===== src/rtl/gpio_arb_pkg.sv =====
// rtl/gpio_arb_pkg.sv - shared types and GPIO register map for the GPIO port arbiter
package gpio_arb_pkg;

  typedef enum logic {
    IDLE   = 1'b0,
    ACCESS = 1'b1
  } state_t;

  localparam logic [1:0] ADDR_GPI1 = 2'd0;
  localparam logic [1:0] ADDR_GPI2 = 2'd1;
  localparam logic [1:0] ADDR_GPO1 = 2'd2;
  localparam logic [1:0] ADDR_GPO2 = 2'd3;

endpackage


===== src/rtl/gpio_arb_rr_pick.sv =====
// rtl/gpio_arb_rr_pick.sv - combinational round-robin picker, searches upward from ptr+1 with wrap
module rr_pick #(
  parameter int NREQ = 2,
  parameter int IW   = (NREQ > 2) ? 2 : 1
) (
  input  logic [NREQ-1:0] req,
  input  logic [IW-1:0]   ptr,
  output logic [NREQ-1:0] gnt,
  output logic [IW-1:0]   idx
);

  logic          w_found;
  logic [IW-1:0] w_cand;

  always_comb begin
    gnt     = '0;
    idx     = '0;
    w_found = 1'b0;
    w_cand  = '0;
    for (int k = 1; k <= NREQ; k++) begin
      w_cand = IW'((int'(ptr) + k) % NREQ);
      if (!w_found && req[w_cand]) begin
        w_found     = 1'b1;
        gnt[w_cand] = 1'b1;
        idx         = w_cand;
      end
    end
  end

endmodule


===== src/rtl/gpio_arb.sv =====
// rtl/gpio_arb.sv - round-robin arbiter sharing one GPIO register port between NREQ requesters
module gpio_arb
  import gpio_arb_pkg::*;
#(
  parameter int NREQ = 2,
  parameter int DW   = 32
) (
  input  logic               clk,
  input  logic               rst,
  input  logic [NREQ-1:0]    req,
  input  logic [NREQ-1:0]    req_we,
  input  logic [2*NREQ-1:0]  req_a,
  input  logic [DW*NREQ-1:0] req_wd,
  output logic [NREQ-1:0]    gnt,
  output logic [NREQ-1:0]    done,
  output logic [DW-1:0]      rdata,
  output logic               busy,
  output logic [1:0]         gpio_a,
  output logic               gpio_we,
  output logic [DW-1:0]      gpio_wd,
  input  logic [DW-1:0]      gpio_rd
);

  localparam int IW = (NREQ > 2) ? 2 : 1;

  state_t          r_state;
  state_t          w_state_nxt;
  logic [IW-1:0]   r_ptr;
  logic [IW-1:0]   r_idx;
  logic [1:0]      r_a;
  logic            r_we;
  logic [DW-1:0]   r_wd;
  logic [DW-1:0]   r_rdata;
  logic [NREQ-1:0] r_done;

  logic [NREQ-1:0] w_pick_gnt;
  logic [IW-1:0]   w_pick_idx;
  logic [NREQ-1:0] w_gnt;
  logic            w_accept;
  logic [1:0]      w_sel_a;
  logic            w_sel_we;
  logic [DW-1:0]   w_sel_wd;
  logic [NREQ-1:0] w_done_nxt;

  rr_pick #(
    .NREQ (NREQ),
    .IW   (IW)
  ) u_pick (
    .req (req),
    .ptr (r_ptr),
    .gnt (w_pick_gnt),
    .idx (w_pick_idx)
  );

  always_comb begin
    w_state_nxt = r_state;
    w_gnt       = '0;
    w_accept    = 1'b0;
    case (r_state)
      IDLE: begin
        // Grant is suppressed while reset is held so no requester sees a phantom accept.
        w_gnt = rst ? '0 : w_pick_gnt;
        if (|w_pick_gnt) begin
          w_accept    = 1'b1;
          w_state_nxt = ACCESS;
        end
      end
      ACCESS:  w_state_nxt = IDLE;
      default: w_state_nxt = IDLE;
    endcase
  end

  always_comb begin
    w_sel_a    = '0;
    w_sel_we   = 1'b0;
    w_sel_wd   = '0;
    w_done_nxt = '0;
    for (int i = 0; i < NREQ; i++) begin
      if (w_pick_idx == IW'(i)) begin
        w_sel_a  = req_a[2*i +: 2];
        w_sel_we = req_we[i];
        w_sel_wd = req_wd[DW*i +: DW];
      end
      w_done_nxt[i] = (r_state == ACCESS) && (r_idx == IW'(i));
    end
  end

  always_ff @(posedge clk or posedge rst) begin
    if (rst) begin
      r_state <= IDLE;
      r_ptr   <= IW'(NREQ - 1);
      r_idx   <= '0;
      r_a     <= '0;
      r_we    <= 1'b0;
      r_wd    <= '0;
      r_rdata <= '0;
      r_done  <= '0;
    end else begin
      r_state <= w_state_nxt;
      r_done  <= w_done_nxt;
      if (w_accept) begin
        r_ptr <= w_pick_idx;
        r_idx <= w_pick_idx;
        r_a   <= w_sel_a;
        r_we  <= w_sel_we;
        r_wd  <= w_sel_wd;
      end
      if (r_state == ACCESS) begin
        r_rdata <= gpio_rd;
      end
    end
  end

  assign gnt     = w_gnt;
  assign done    = r_done;
  assign rdata   = r_rdata;
  assign busy    = (r_state == ACCESS);
  assign gpio_a  = r_a;
  assign gpio_we = (r_state == ACCESS) && r_we;
  assign gpio_wd = r_wd;

endmodule


===== config.mk =====
export PLATFORM = sky130hd
export DESIGN_NAME = gpio_arb
export DESIGN_NICKNAME = d
export VERILOG_FILES = /design/src/rtl/gpio_arb_pkg.sv /design/src/rtl/gpio_arb_rr_pick.sv /design/src/rtl/gpio_arb.sv
export SDC_FILE = /design/constraint.sdc
export NUM_CORES = 1
export LEC_CHECK = 0
export ABC_CLOCK_PERIOD_IN_PS = 2680
export BUFFER_PORTS_ARGS = -buffer_cell sky130_fd_sc_hd__buf_2
export CORE_UTILIZATION = 40
export DETAILED_ROUTE_END_ITERATION = 8
export PLACE_DENSITY = 0.83
export SLEW_MARGIN = 20
export SYNTH_ARGS = -nofsm -noshare
export SYNTH_HDL_FRONTEND = slang
export SYNTH_HIERARCHICAL = 1
export SYNTH_SLANG_ARGS = --single-unit

===== constraint.sdc =====
create_clock -name clk -period 2.68 [get_ports clk]
set_clock_uncertainty 0.2 [all_clocks]
set_input_delay 0 -clock clk [delete_from_list [all_inputs] [get_ports clk]]
set_output_delay 0 -clock clk [all_outputs]
set_load 0.01 [all_outputs]

==> summary.md, run 1 <==
| Metric | Value |
|---|---|
| Status | aborted with a tool error |
| Fail Step | clock tree synthesis (4_1_cts) |
| Error msg | [ERROR RSZ-0060] Max buffer count reached. |
| # rows | 33 |
| Post-CTS Repair Setup Buffers | 0 |
| Clock sink total | around 70 |
| Sequential share of the synthesized area | 0.533 |
| Area after DPL | approximately 4300 um2 |
| Syn Std Cell Area | between 3000 and 4000 um2 |
| Initial Util | 0.412 |
| Total CTS buffers | 9 |
| Mapped Nets | slightly above 300 |
| # port buffers | approximately 180 |
| Final Wtd Congestion | slightly below 0.7 |
| Post-cts sizing count | 0 |
| I/O pin count | ~180 |
| Clock tree buffer depth | 2 |
| FF+latch count, synth | 72 |
| DIE HEIGHT | ~94 um |
| Warnings from Yosys | 6 |
| DP HPWL | 5.20 mm |
| Clock H-tree levels | 3 |
| Netlist cell types | 16 |
| Syn avg cell area | 17.0 um2 |
| Cell count after synthesis | 199 |
| Chip width | about 94 um |
| Root Buffer | clkbuf_8 |
| Post-CTS Hold Buffers | 101 |
Yosys cell counts:
cell / n / area, um2
nor3b_1: 2 / 15.0
buf_12: 2 / 40.0
mux2_2: 48 / 541
and2_1: 2 / 12.5
a21boi_0: 2 / 15.0
buf_6: 4 / 45.0
buf_8: 1 / 15.0
inv_1: 2 / 7.51
dfstp_2: 1 / 26.3
o21ba_2: 1 / 10.0
buf_2: 4 / 20.0
nor2b_1: 1 / 6.26
dfrtp_1: 71 / 1780
a21boi_1: 1 / 7.51
mux2_4: 56 / 841
buf_4: 1 / 7.51
cells by family after synthesis:
kind of cell	count (synthesis)	share of synthesized area
compound gates	4	0.00961
buf+inv	14	0.0399
flops	72	0.533
mux	104	0.408
simple gates	5	0.00998
through the flow:
stage / setup slack, ns / utilization / cells
after floorplan: 0.657 / - / 199
after global placement: 0.620 / 0.529 / 474
after detailed placement: 0.549 / 0.529 / 474
==> run 2, diff against run 1 <==
--- a/config.mk
+++ b/config.mk
@@ -7,9 +7,9 @@
 export LEC_CHECK = 0
 export ABC_CLOCK_PERIOD_IN_PS = 2680
 export BUFFER_PORTS_ARGS = -buffer_cell sky130_fd_sc_hd__buf_2
-export CORE_UTILIZATION = 40
+export CORE_UTILIZATION = 25
 export DETAILED_ROUTE_END_ITERATION = 8
-export PLACE_DENSITY = 0.83
+export PLACE_DENSITY_LB_ADDON = 0.15
 export SLEW_MARGIN = 20
 export SYNTH_ARGS = -nofsm -noshare
 export SYNTH_HDL_FRONTEND = slang
==> summary.md, run 2 <==
| Metric | Value |
|---|---|
| Status | completed |
| Tmin final | roughly 2.5 ns |
| Drt drc | 0 |
| Fraction of layout cells with a size suffix above 1 | 0.624 |
| Antenna violations before repair | 0 |
| CP max-delay cell | dlygate4sd3_1 |
| Adder-cell share of the synthesized area | 0 |
| Worst hold path type | input pin to flop |
| Final #Nets | 591 |
| Setup_tns | 0 ns |
| Max FO, Critical Path | 29 |
| CP Data Arrival Time | 2.51 ns |
| RSZ-0062 raised after global routing | false |
| Ys async rst share | 1.00 |
| Main combinational cell family by area after synthesis | multiplexers |
| Vias in the first global route | 2869 |
| Max stage delay on crit path | around 0.54 ns |
| Mapped Nets | just over 300 |
| Max IR drop VDD | about 0.38 mV |
| Area share of the largest cell type after synthesis | 0.525 |
| Detailed Route WL | between 8 and 9 mm |
| DR WL/cell | between 10 and 15 um |
| Max_cap viols | 0 |
| Most frequent cells in the layout | buf_2, dlygate4sd3_1, dfrtp_1 |
| Hold Path Origin | req[0] |
| Area grow syn2layout | 69.8% |
| Cell count after synthesis | 199 |
| Synth Area in Compound Gates | 0.00961 |
| Syn avg cell area | 17.0 um2 |
| First-pass GRT wire length | roughly 13 mm |
| Top FF cell, synth | dfrtp_1 |
| Root Buffer | clkbuf_16 |
| Startpoint types | flop |
| DP HPWL | ~5.2 mm |
| Critical Path Source | r_ptr$_DFFE_PP1P_ |
| Synth area leader | dfrtp_1 |
| Final period util | 0.930 |
| Final Wtd Congestion | 0.644 |
| Clock sink total | between 70 and 80 |
| Via density per instance | 3.99 |
| Cell Pwr Density | 929 nW/um2 |
| Post-synth EDFFs | 0 |
| Fill cells | about 1300 |
| Netlist cell types | 16 |
| Synth cell count leaders | dfrtp_1, mux2_4, mux2_2 |
| Largest net degree at the start of global routing | 42 |
| Initial Util | 0.256 |
| Core area | around 13000 um2 |
| Post-Synth XOR/XNOR Area | 0 |
| DRT iter0 DRCs | between 60 and 70 |
| ANT cells | 0 |
| I/O pin count | roughly 180 |
| Req. time, crit path | about 2.7 ns |
| Worst-Margin Slew | 0.745 ns |
| FF+latch count, synth | 72 |
| Leading post-synthesis cells by cell area | dfrtp_1, mux2_4, mux2_2 |
| Sequential share of the synthesized area | 0.533 |
| Final Setup Violations | 0 |
| Mux cell area share after synthesis | 0.408 |
| Clk pin slew, worst setup/hold paths | 0.06 ns |
| Worst path top cell family by delay | buffers and inverters |
| Crit end category | flop |
| CTS tree | yes |
| Worst-Skew Late Latency | ~0.33 ns |
| Critical path type | flop to flop |
| All-layer global routing usage | 0.123 |
| Worst path bufs/invs | 2 |
| Leakage power | between 2 and 3 nW |
| Final hold vios | 0 |
| Most common cell after layout, fill and taps aside | buf_2 |
| Post-CTS Repair Setup Buffers | 0 |
| Max Freq | between 400 and 500 MHz |
| Worst r2r src | r_ptr$_DFFE_PP1P_ |
| DRT antenna net count | 0 |
| Total CTS buffers | 9 |
| Slew Viols, Final | 0 |
| # port buffers | 177 |
| Synth Area in Simple Gates | 0.00998 |
| Max_slew headroom | 0.503 |
| DIE HEIGHT | about 120 um |
| Syn Std Cell Area | 3390 um2 |
| Crit-path most repeated cell | mux2_2 |
| # rows | 42 |
| Core Util, Final | 0.434 |
| 1st-pass router iterations | 4 |
| Footprint of the multi-input gates | about 1500 um2 |
| Warnings from Yosys | 6 |
| Vias | 2654 |
| Clock H-tree levels | 3 |
| Most common cell in the synthesized netlist | dfrtp_1 |
| Clock tree buffer depth | 2 |
| Chip width | 118 um |
| Grt ovf | 0 |
| Crit-path cells | a21boi_4, buf_4, mux2_2, dlygate4sd3_1, mux2_2 |
| Register area | about 1800 um2 |
| Die area | roughly 14000 um2 |
## run 2: cell counts after synthesis
No cell type changed its count.
## run 2: cell type report
cell class              count  share of cell area
clock inverters             3             0.00740
repair buffers            287               0.343
multi-input cells         113               0.254
well taps                 176              0.0383
inverters                   2             0.00152
clock buffers              12              0.0429
flip-flops and latches     72               0.314
## run 2: cell families after synthesis
group	Yosys count
buffers and inverters	14
muxes	104
AOI/OAI and AO/OA	4
and+or+nand+nor	5
DFF	72
## run 2: what timing repair did
item	4_1_cts	5_1_grt
hold endpoints to repair	105	0
hold buffers	103	0
setup endpoints to repair	0	0
gates resized for setup	0	0
## run 2: worst register-to-register path: cells and delay by family, from the launching register on
kind / cells / cell delay, ns
AO/OA/AOI/OAI: 1 / 0.15
multiplexers: 2 / 0.66
buffers and inverters: 2 / 0.97
flip-flops: 1 / 0.39
## run 2: worst paths after layout
check	end	slack [ns]	cells after the start
min in group asynchronous	gpio_wd[31]$_DFFE_PP0P_	0.14	3
worst max-delay path	gpio_wd[28]$_DFFE_PP0P_	0.19	5
worst max register to register	gpio_wd[28]$_DFFE_PP0P_	0.19	5
worst min register to register	done[0]$_DFF_PP0_	0.24	1
worst min-delay path	r_idx$_DFFE_PP0P_	0.12	4
max in group asynchronous	rdata[26]$_DFFE_PP0P_	1.40	4
## run 2: per-layer routing
metal / routed length, um / global-route usage / share of wire
met4: 159 / 0.0641 / 0.020
met3: 490 / 0.0352 / 0.060
met5: 0 / 0 / 0
met1: 3310 / 0.137 / 0.41
met2: 4170 / 0.213 / 0.51
## run 2: per-stage QoR
stage / hold slack [ns] / setup slack [ns] / std cells / total power, mW / cell area (um2)
after detailed placement: -0.0221 / 0.577 / 547 / 4.03 / 4430
final: 0.123 / 0.188 / 665 / 5.34 / 5750
after global placement: -0.0172 / 0.616 / 547 / 4.02 / 4430
after CTS: 0.109 / 0.167 / 665 / 5.43 / 5750
after floorplan: -0.151 / 0.657 / 199 / 3.29 / 3390
after global routing: 0.133 / 0.0997 / 665 / 5.68 / 5750
## run 2: where the power goes
| part | internal [mW] | leakage, nW | total [mW] | switching (mW) |
|---|---|---|---|---|
| Combinational | 1.34 | 1.83 | 2.27 | 0.926 |
| Clock | 0.739 | 0.139 | 1.17 | 0.436 |
| Sequential | 1.63 | 0.842 | 1.90 | 0.264 |
(Power assumes the default switching activity.)
